[src/rtl/dwc_pkg.sv]
// Shared types and helpers for the data-width converters (wide-to-narrow unpacker,
// narrow-to-wide packer).
package dwc_pkg;

   typedef enum logic {
      EMPTY = 1'b0,
      DRAIN = 1'b1
   } dwc_unpack_state_e;

   // Word index width; a ratio of 1 still needs a 1-bit index to keep ports legal.
   function automatic int dwc_cw(input int ratio);
      return (ratio > 1) ? $clog2(ratio) : 1;
   endfunction

endpackage

[src/rtl/dwc_rsp_unpack.sv]
// Wide-to-narrow response unpacker: one IN_W beat in, up to RATIO OUT_W words out, 1 cycle
// latency, 1 word/cycle; a held word stalls intake, next beat loads on the last-word edge.
module dwc_rsp_unpack
   import dwc_pkg::*;
#(
   parameter int IN_W      = 128,
   parameter int OUT_W     = 32,
   parameter int RATIO     = IN_W / OUT_W,
   parameter bit MSW_FIRST = 1'b0,
   parameter int CW        = dwc_cw(RATIO)
) (
   input  logic             clk,
   input  logic             rst_n,
   input  logic             flush,
   input  logic             in_valid,
   output logic             in_ready,
   input  logic [IN_W-1:0]  in_data,
   input  logic [CW:0]      in_nwords,
   input  logic             in_err,
   output logic             out_valid,
   input  logic             out_ready,
   output logic [OUT_W-1:0] out_data,
   output logic             out_last,
   output logic             out_err
);

   localparam int          LW       = (IN_W > 1) ? $clog2(IN_W) : 1;
   localparam logic [CW:0] RATIO_NW = (CW+1)'(RATIO);
   localparam logic [CW:0] ONE_NW   = (CW+1)'(1);

   if ((OUT_W <= 0) || (IN_W % OUT_W != 0)) begin : g_bad_width
      $error("dwc_rsp_unpack: IN_W must be a positive integer multiple of OUT_W");
   end

   dwc_unpack_state_e state_q, state_d;
   logic [CW:0]       idx_q, idx_d;
   logic [IN_W-1:0]   buf_data_q, buf_data_d;
   logic              buf_err_q, buf_err_d;
   logic [CW:0]       buf_nw_q, buf_nw_d;
   logic              rdy_en_q;

   logic [CW:0]       nw_cap;
   logic [CW:0]       word_pos;
   logic [LW-1:0]     word_lsb;
   logic              drain;
   logic              last_word;
   logic              xfer;
   logic              accept;

   // in_ready stays low until the first edge after reset is released.
   always_ff @(posedge clk or negedge rst_n) begin
      if (!rst_n) begin
         state_q    <= EMPTY;
         idx_q      <= '0;
         buf_data_q <= '0;
         buf_err_q  <= 1'b0;
         buf_nw_q   <= '0;
         rdy_en_q   <= 1'b0;
      end else begin
         state_q    <= state_d;
         idx_q      <= idx_d;
         buf_data_q <= buf_data_d;
         buf_err_q  <= buf_err_d;
         buf_nw_q   <= buf_nw_d;
         rdy_en_q   <= 1'b1;
      end
   end

   always_comb begin
      state_d    = state_q;
      idx_d      = idx_q;
      buf_data_d = buf_data_q;
      buf_err_d  = buf_err_q;
      buf_nw_d   = buf_nw_q;

      // Zero means a full beat; oversize counts are clamped rather than trusted.
      nw_cap = in_nwords;
      if ((in_nwords == '0) || (in_nwords > RATIO_NW)) begin
         nw_cap = RATIO_NW;
      end

      drain     = (state_q == DRAIN);
      word_pos  = MSW_FIRST ? (RATIO_NW - ONE_NW - idx_q) : idx_q;
      word_lsb  = LW'(int'(word_pos) * OUT_W);
      last_word = (idx_q == (buf_nw_q - ONE_NW));

      out_valid = drain;
      out_data  = drain ? buf_data_q[word_lsb +: OUT_W] : '0;
      out_last  = drain && last_word;
      out_err   = drain && buf_err_q;

      xfer     = out_valid && out_ready;
      in_ready = rdy_en_q && !flush && ((state_q == EMPTY) || (xfer && out_last));
      accept   = in_valid && in_ready;

      unique case (state_q)
         EMPTY: begin
            if (accept) begin
               state_d = DRAIN;
            end
         end
         DRAIN: begin
            if (xfer) begin
               if (!last_word) begin
                  idx_d = idx_q + ONE_NW;
               end else if (!accept) begin
                  state_d = EMPTY;
                  idx_d   = '0;
               end
            end
         end
         default: state_d = EMPTY;
      endcase

      if (accept) begin
         buf_data_d = in_data;
         buf_err_d  = in_err;
         buf_nw_d   = nw_cap;
         idx_d      = '0;
      end

      // Flush discards the buffered beat even if its word was taken this cycle.
      if (flush) begin
         state_d = EMPTY;
         idx_d   = '0;
      end
   end

   always_ff @(posedge clk) begin
      if (rst_n && in_valid && in_ready) begin
         assert (in_nwords <= RATIO_NW)
            else $error("dwc_rsp_unpack: in_nwords %0d exceeds RATIO %0d", in_nwords, RATIO);
      end
   end

endmodule

[config.mk]
export PLATFORM = sky130hd
export DESIGN_NAME = dwc_rsp_unpack
export DESIGN_NICKNAME = d
export VERILOG_FILES = /design/src/rtl/dwc_pkg.sv /design/src/rtl/dwc_rsp_unpack.sv
export SDC_FILE = /design/constraint.sdc
export NUM_CORES = 1
export LEC_CHECK = 0
export CORE_MARGIN = 10
export CORE_UTILIZATION = 50
export CTS_CLUSTER_SIZE = 12
export DETAILED_ROUTE_END_ITERATION = 8
export DONT_BUFFER_PORTS = 1
export GPL_TIMING_DRIVEN = 0
export SYNTH_ARGS = -nofsm -noshare
export SYNTH_HDL_FRONTEND = slang
export SYNTH_SLANG_ARGS = --single-unit
export TNS_END_PERCENT = 10
[constraint.sdc]
create_clock -name clk -period 4.34 [get_ports clk]
set_clock_uncertainty 0.2 [all_clocks]
set_input_delay 1.085 -clock clk [delete_from_list [all_inputs] [get_ports clk]]
set_output_delay 1.085 -clock clk [all_outputs]
set_load 0.005 [all_outputs]
# == Yosys cells after proc, flatten, opt, wreduce, memory -nomap -nowiden ==
# Index checks and enable logic that the tools add are counted.
# classes
n_addsub,2
muxes,12
reduce_logical,14
bitwise,1
n_eq_ne,1
div_mod_pow,0
shift,1
n_mul,0
magnitude_cmp,1
# ops
cell,count
$shiftx 128x8->32,1
$mux 32,1
$mux 3,6
$logic_and 1x1->1,7
$reduce_bool 3->1,2
$mux 1,4
$add 3x1->3 const B,1
$eq 3x3->1,1
$gt 3x3->1 const B,1
$logic_not 3->1,1
$sub 3x1->3 const B,1
$logic_or 1x1->1,2
$pmux 1 s2,1
$reduce_and 2->1,1
$logic_not 1->1,1
$not 1->1,1
# word_totals
register_bits,137
romBits,0
mem_bits_rw,0
word_cells,38
output_inout_bits,36
n_memories,0
latchBits,0

# == Depth between registers and ports, before layout ==
# Gate-level depths: netlist (run 1).
# depth
word_depth,12
ltp_mapped,7
mapped_depth_nobuf,5

# == Least setup slack after synthesis (run 1) ==
# No wires, ideal clock.
# synth_path
path_kind,register to output
startpoint,register idx_q[0]
endpoint,output port out_data[24]
required_time_ps,3055
arrival_time_ps,1725
slack_ps,1330
stages_incl_launch_ff,5
cell_sequence,dfrtp_1 -> buf_2 -> buf_1 -> mux4_2 -> and2_1
# synth_via
elab_chain_cells,2
# synth_rtl
item,line_no,rtl
start: declaration,dwc_rsp_unpack.sv:36,"logic [CW:0] idx_q, idx_d;"
start signal: assignment,dwc_rsp_unpack.sv:61,idx_q <= idx_d;
$shiftx 128x8->32,dwc_rsp_unpack.sv:88,out_data = drain ? buf_data_q[word_lsb +: OUT_W] : '0;
$mux 32,dwc_rsp_unpack.sv:88,
end: declaration,dwc_rsp_unpack.sv:22,"output logic [OUT_W-1:0] out_data,"
# No other way between the ends.

# == Worst setup path after layout (run 1) ==
# Ends and elaborated chain as after synthesis.

==> impl_metrics.csv, run 1 <==
group,metric,value,unit
logic_synthesis,synth-edff-count,0,
sta,rsz0062_at_grt,"false",
routing,wl,14.9,mm
pwr,power.internal,2.98,mW
global_route,antenna_found_initial,9,
sta,final.min_clock_period,3.77,ns
hold_path,hold_class,"primary input to asynchronous set/reset pin",
logic_synthesis,ys_types,33,
placement,dp_cells,564,
cts,post_cts_resized,0,
global_route,grt_util_met1,0.199,
cts,cts_inserted_buffers,17,
routing,drtPass1Iterations,4,
logic_synthesis,synth-async-reset-ratio,1.00,
global_route,grt_usage,0.176,
logic_synthesis,netlist_area,0.00627,mm2
placement,portBuffers,0,
global_route,grt_use_met2,0.277,
cells_and_area,final_cell_mix,"dfrtp_1 (137), mux2_2 (74), mux2_1 (55)",
routing,route.detailed.drc,0,
global_route,grt_max_degree,138,
critical_path,critPathCaptureType,"output pin",
floorplan,rows,40,
sta,drv_slew,0,
critical_path,cp_max_fo,10,
cts,cts.clk_slew.worst_paths,0.05,ns
critical_path,critPathKind,"register to output pin",
cts,htree_num_levels,4,
sta,worst_pin_slew,0.807,ns
logic_synthesis,avgSynthCellArea,15.8,um2
outcome,status,"completed",
pwr,swShare,0.234,
logic_synthesis,ys_warn_count,0,
placement,dp_hpwl,10.6,mm
critical_path,critPathLaunchType,"register",
floorplan,pin_count,173,
routing,ant_nets,0,
sta,hold_viol_final,0,
floorplan,start_util,0.515,
cts,cts_tree,"done",
cells_and_area,fin_util,0.582,
routing,num_vias,3415,
pwr,p_leak,2.94,nW
logic_synthesis,synthCells,396,
cells_and_area,multi_input_area,0.00268,mm2
routing,drtIter0Drc,209,
cells_and_area,nets,555,
pwr,switching_power,0.913,mW
sta,setup_viol,0,
logic_synthesis,syn_nets,536,
global_route,gr-usage-met3,0.0987,
cells_and_area,area_growth,12.9,%
global_route,top_usage_layer,"met2",
critical_path,crit_arrival,2.49,ns
cts,cts_buffer_depth,2,
critical_path,reg2reg_depth,7,
pwr,power.density,550,mW/mm2
logic_synthesis,ys_ff_latch,137,
pwr,p_clk_frac,0.362,
cells_and_area,fillers,989,
global_route,grt_pass1_wl,23.4,mm
cts,numClockSinks,137,
cts,post-cts-setup-buffers,0,
global_route,grt_pass1_vias,3931,
placement,place_area,0.00648,mm2
flow_run,cap_violations,0,
floorplan,chipWidth,132,um
sta,timing.fmax,265,MHz
cells_and_area,fin_area,0.00708,mm2
global_route,gr-total-overflow,0,
logic_synthesis,ys.flop_type,"dfrtp_1",
cells_and_area,mostFrequentLayoutCell,"dfrtp_1",
sta,relSlewSlack,0.462,
pwr,vdd_drop_max,321,uV
routing,via_per_inst,5.66,
cts,holdBufCountCts,0,
cells_and_area,final_cells,603,
critical_path,required,3.05,ns
cts,clockRootBuffer,"clkbuf_16",
floorplan,coreArea,0.0122,mm2
floorplan,die_h,132,um
routing,wl_per_cell,24.6,um
cells_and_area,seq_area,0.00343,mm2
placement,place_congestion,0.753,
floorplan,fp.dieArea,0.0174,mm2
cts,clock_insertion_delay_worst_skew,0.41,ns
sta,setup_tns,0,ns
cells_and_area,drive_gt1_frac,0.364,
sta,fin_crit_sh,0.870,
pwr,pwr-share-seq,0.466,
pwr,pwr-share-comb,0.173,
logic_synthesis,seq_area_frac_synth,0.547,
power groups by stage:
stage / combinational, mW / clock [mW] / sequential [mW]
after floorplan: 0.591 / 0 / 1.77
after global placement: 0.661 / 0 / 1.82
after detailed placement: 0.683 / 0 / 1.84
after CTS: 0.686 / 1.45 / 1.82
after global routing: 0.743 / 1.50 / 1.87
final: 0.672 / 1.41 / 1.81
sequential cells by signal, summed over array words and instances, names as in the netlist:
| name | cells |
|---|---|
| buf_data_q | 128 |
| buf_nw_q | 3 |
| idx_q | 3 |
| buf_err_q | 1 |
| out_valid | 1 |
| rdy_en_q | 1 |
through the flow:
stage | setup slack [ns] | total power, mW | hold slack (ns)
after floorplan | 1.33 | 2.36 | 0.252
after global placement | 0.970 | 2.48 | 0.263
after detailed placement | 0.937 | 2.52 | 0.272
after CTS | 0.462 | 3.95 | 0.147
after global routing | 0.287 | 4.11 | 0.136
final | 0.565 | 3.90 | 0.164
layer usage:
| layer | share of wire | up-vias |
|---|---|---|
| met4 | 0.012 | 2 |
| met2 | 0.48 | 127 |
| li1 | - | 1505 |
| met1 | 0.40 | 1767 |
| met3 | 0.11 | 14 |
| met5 | 0.00088 | - |
cell type report:
cell class                 count  share of cell area
clock buffer                  23              0.0689
sequential                   137               0.484
antenna                        7             0.00247
buffer                        26              0.0194
multi-input combinational    228               0.379
tap                          168              0.0297
clock inverter                 9              0.0134
inverter                       5             0.00265
synthesized netlist by cell type, types with 2 or more instances:
| master | number | share of area |
|---|---|---|
| mux2_2 | 74 | 0.13 |
| inv_1 | 5 | 0.0030 |
| nor4_1 | 3 | 0.0030 |
| clkbuf_1 | 6 | 0.0036 |
| mux2_1 | 55 | 0.099 |
| buf_2 | 11 | 0.0088 |
| mux2i_1 | 4 | 0.0064 |
| and3b_1 | 2 | 0.0028 |
| nand2_1 | 2 | 0.0012 |
| buf_1 | 2 | 0.0012 |
| ha_1 | 3 | 0.0060 |
| nand3b_1 | 2 | 0.0024 |
| dfrtp_1 | 137 | 0.55 |
| mux4_2 | 32 | 0.11 |
| buf_4 | 7 | 0.0084 |
| xnor2_1 | 2 | 0.0028 |
| and2_1 | 33 | 0.033 |
cells by family (layout without fill, tap and decap cells):
group,count (synthesis),in the layout,synth area share
muxes,165,165,0.353
DFF,137,137,0.547
and+or+nand+nor,49,49,0.0507
buffers and inverters,31,63,0.0250
AOI/OAI and AO/OA,7,7,0.0112
adders and majority gates,3,3,0.00599
xor gates and xnor gates,3,3,0.00659
other,1,8,0.000598
worst max-delay path, stage by stage, from the launching register on:
cell and delay (ns):
dfrtp_1 0.34, buf_2 0.28, buf_1 0.65, mux4_2 0.59, and2_1 0.20
worst paths after layout:
kind,endpoint,slack (ns),startpoint
worst min register to register,buf_data_q[71],0.28,buf_data_q[71]
worst max-delay path,out_data[24],0.57,idx_q[0]
worst min-delay path,buf_nw_q[2],0.16,rst_n
min in group clk,buf_data_q[71],0.28,buf_data_q[71]
max in group asynchronous,buf_data_q[111],3.61,rst_n
worst max register to register,buf_data_q[51],1.35,buf_nw_q[0]
Note: power is estimated with default switching activity, not from simulation.
==> inputs of run 2 (changes only) <==
- clock period: 4.34 -> 4.65 ns (I/O delays scaled with it)
==> results of run 2 <==
The final DEF is identical to that of run 1. Status: completed.
Main changes from that run: setup slack after placement 0.937 ns -> 1.17 ns; setup slack after layout 0.565 ns -> 0.798 ns; hold slack 0.164 ns -> 0.241 ns; register-to-register setup slack 1.35 ns -> 1.66 ns; total power 3.90 mW -> 3.64 mW; worst IR drop on VDD 321 uV -> 300 uV
==> inputs of run 3 (changes only) <==
- clock period: 4.65 -> 3.7 ns (I/O delays scaled with it)
==> run 3 against run 2 <==
Against the previous run:
- combinational power up 26%
- routed wire length rose by 0.10%
- utilization rose by 0.082 points
- critical path depth unchanged
- critical path type unchanged
==> impl_metrics.csv, run 3 (same netlist as run 1, synthesis figures left out) <==
group,metric,value,unit
pwr,p_leak,2.95,nW
cts,post-cts-setup-buffers,0,
floorplan,pin_count,173,
pwr,pwr-share-seq,0.465,
critical_path,cp_slowest_cell,"mux4_2",
critical_path,max_stage_delay,0.55,ns
placement,dp_hpwl,10.6,mm
critical_path,reg2reg_depth,7,
cells_and_area,fin_area,0.00709,mm2
sta,worst_pin_slew,0.749,ns
sta,final.min_clock_period,3.41,ns
placement,dp_cells,564,
placement,portBuffers,0,
sta,whs,0.00379,ns
hold_path,hold_class,"primary input to asynchronous set/reset pin",
cells_and_area,fillers,986,
sta,setup_tns,0,ns
global_route,antenna_found_initial,9,
floorplan,chipWidth,132,um
cts,htree_num_levels,4,
floorplan,rows,40,
routing,num_vias,3405,
sta,relSlewSlack,0.501,
pwr,p_clk_frac,0.362,
critical_path,critPathCaptureType,"output pin",
pwr,switching_power,1.07,mW
cells_and_area,area_growth,13.1,%
cts,cts_tree,"done",
sta,fin_crit_sh,0.922,
critical_path,path_cells,"buf_2 > clkdlybuf4s15_2 > mux4_2 > and2_1",
cells_and_area,drive_gt1_frac,0.367,
pwr,power.internal,3.50,mW
sta,drv_slew,0,
cts,cts.clk_slew.worst_paths,0.05,ns
sta,hold_viol_final,0,
sta,rsz0062_at_grt,"false",
outcome,status,"completed",
critical_path,path_delay_family,"buffers and inverters",
floorplan,start_util,0.515,
placement,place_area,0.00648,mm2
routing,met1_length,6.07,mm
pwr,power.total,4.57,mW
cts,cts_inserted_buffers,17,
global_route,grt_pass1_vias,3932,
pwr,power.density,645,mW/mm2
flow_run,cap_violations,0,
pwr,vdd_drop_max,376,uV
global_route,gr-total-overflow,0,
routing,route.detailed.drc,0,
global_route,grt_max_degree,138,
sta,timing.fmax,293,MHz
cts,numClockSinks,137,
cells_and_area,reg.largest.list,"buf_data_q x128, buf_nw_q x3, idx_q x3",
critical_path,critPathLaunchType,"register",
global_route,grt_pass1_wl,23.4,mm
cells_and_area,final_cell_mix,"dfrtp_1 (137), mux2_2 (74), mux2_1 (55)",
critical_path,crit_cells,4,
cells_and_area,largest-register,"buf_data_q",
floorplan,die_h,132,um
routing,dr_wl_met2,7.10,mm
critical_path,crit_buf_inv,2,
placement,pre_cts_slack,0.457,ns
floorplan,fp.dieArea,0.0174,mm2
routing,ant_nets,0,
routing,wl_per_cell,24.6,um
routing,drtPass1Iterations,4,
routing,met3WireLength,1.51,mm
critical_path,cp_max_fo,10,
floorplan,coreArea,0.0122,mm2
cells_and_area,final_cells,604,
critical_path,crit_arrival,2.29,ns
global_route,grt_usage,0.176,
pwr,pwr-share-comb,0.173,
cells_and_area,nets,555,
cells_and_area,largest_reg_flops,128,
placement,place_congestion,0.753,
routing,wl,14.9,mm
sta,setup_ws,0.289,ns
cells_and_area,mostFrequentLayoutCell,"dfrtp_1",
routing,via_per_inst,5.64,
routing,drtIter0Drc,203,
cts,clock_insertion_delay_worst_skew,0.41,ns
cells_and_area,fin_util,0.583,
cts,clockRootBuffer,"clkbuf_16",
routing,highest_layer,"met4",
sta,setup_viol,0,
cts,cts_buffer_depth,2,
critical_path,critPathKind,"register to output pin",
critical_path,required,2.57,ns
pwr,swShare,0.234,
-- run 3: cell types whose count changed in the layout (fill, tap and decap cells not counted), sizes merged --
cell           change
clkdlybuf4s15      +1
diode              +1
buf                -1
-- run 3: power groups by stage --
stage          clock, mW  combinational (mW)  sequential (mW)
6_report            1.65               0.790             2.13
5_1_grt             1.76               0.872             2.19
4_1_cts             1.70               0.806             2.13
3_5_place_dp           0               0.801             2.16
3_3_place_gp           0               0.775             2.14
2_1_floorplan          0               0.693             2.08
-- run 3: worst paths after layout --
kind	start	to	slack [ns]
setup / recovery	idx_q[0]	out_data[24]	0.29
min in group clk	buf_data_q[71]	buf_data_q[71]	0.28
setup reg to reg	buf_nw_q[0]	buf_data_q[51]	0.72
hold reg to reg	buf_data_q[71]	buf_data_q[71]	0.28
hold / removal	rst_n	buf_nw_q[2]	0.004
max in group asynchronous	rst_n	buf_data_q[50]	3.12
-- run 3: layout make-up --
class	instances	area (um2)	area share
Inverter	5	18.8	0.00265
Clock inverter	9	95.1	0.0134
Sequential cell	137	3430	0.484
Tap cell	168	210	0.0297
Antenna cell	8	20.0	0.00282
Buffer	26	145	0.0205
Multi-Input combinational cell	228	2680	0.379
Clock buffer	23	488	0.0688
-- run 3: worst reg2reg max path, delay by kind of cell, from the launching register on --
| family | cells | cell delay, ns |
|---|---|---|
| muxes | 1 | 0.35 |
| AOI/OAI and AO/OA | 1 | 0.64 |
| buffers and inverters | 3 | 0.63 |
| DFF | 1 | 0.39 |
| adders and majority gates | 1 | 0.15 |
| xor gates and xnor gates | 1 | 0.51 |
-- run 3: layer usage --
| metal | track usage | vias up |
|---|---|---|
| met1 | 0.199 | 1761 |
| li1 | - | 1503 |
| met5 | 0 | - |
| met4 | 0.0532 | 0 |
| met2 | 0.277 | 127 |
| met3 | 0.0987 | 14 |
-- run 3: timing repair --
action                                  4_1_cts  5_1_grt
resized for setup                             2        0
hold endpoints to repair                    137      131
endpoints found under the setup margin        3        0
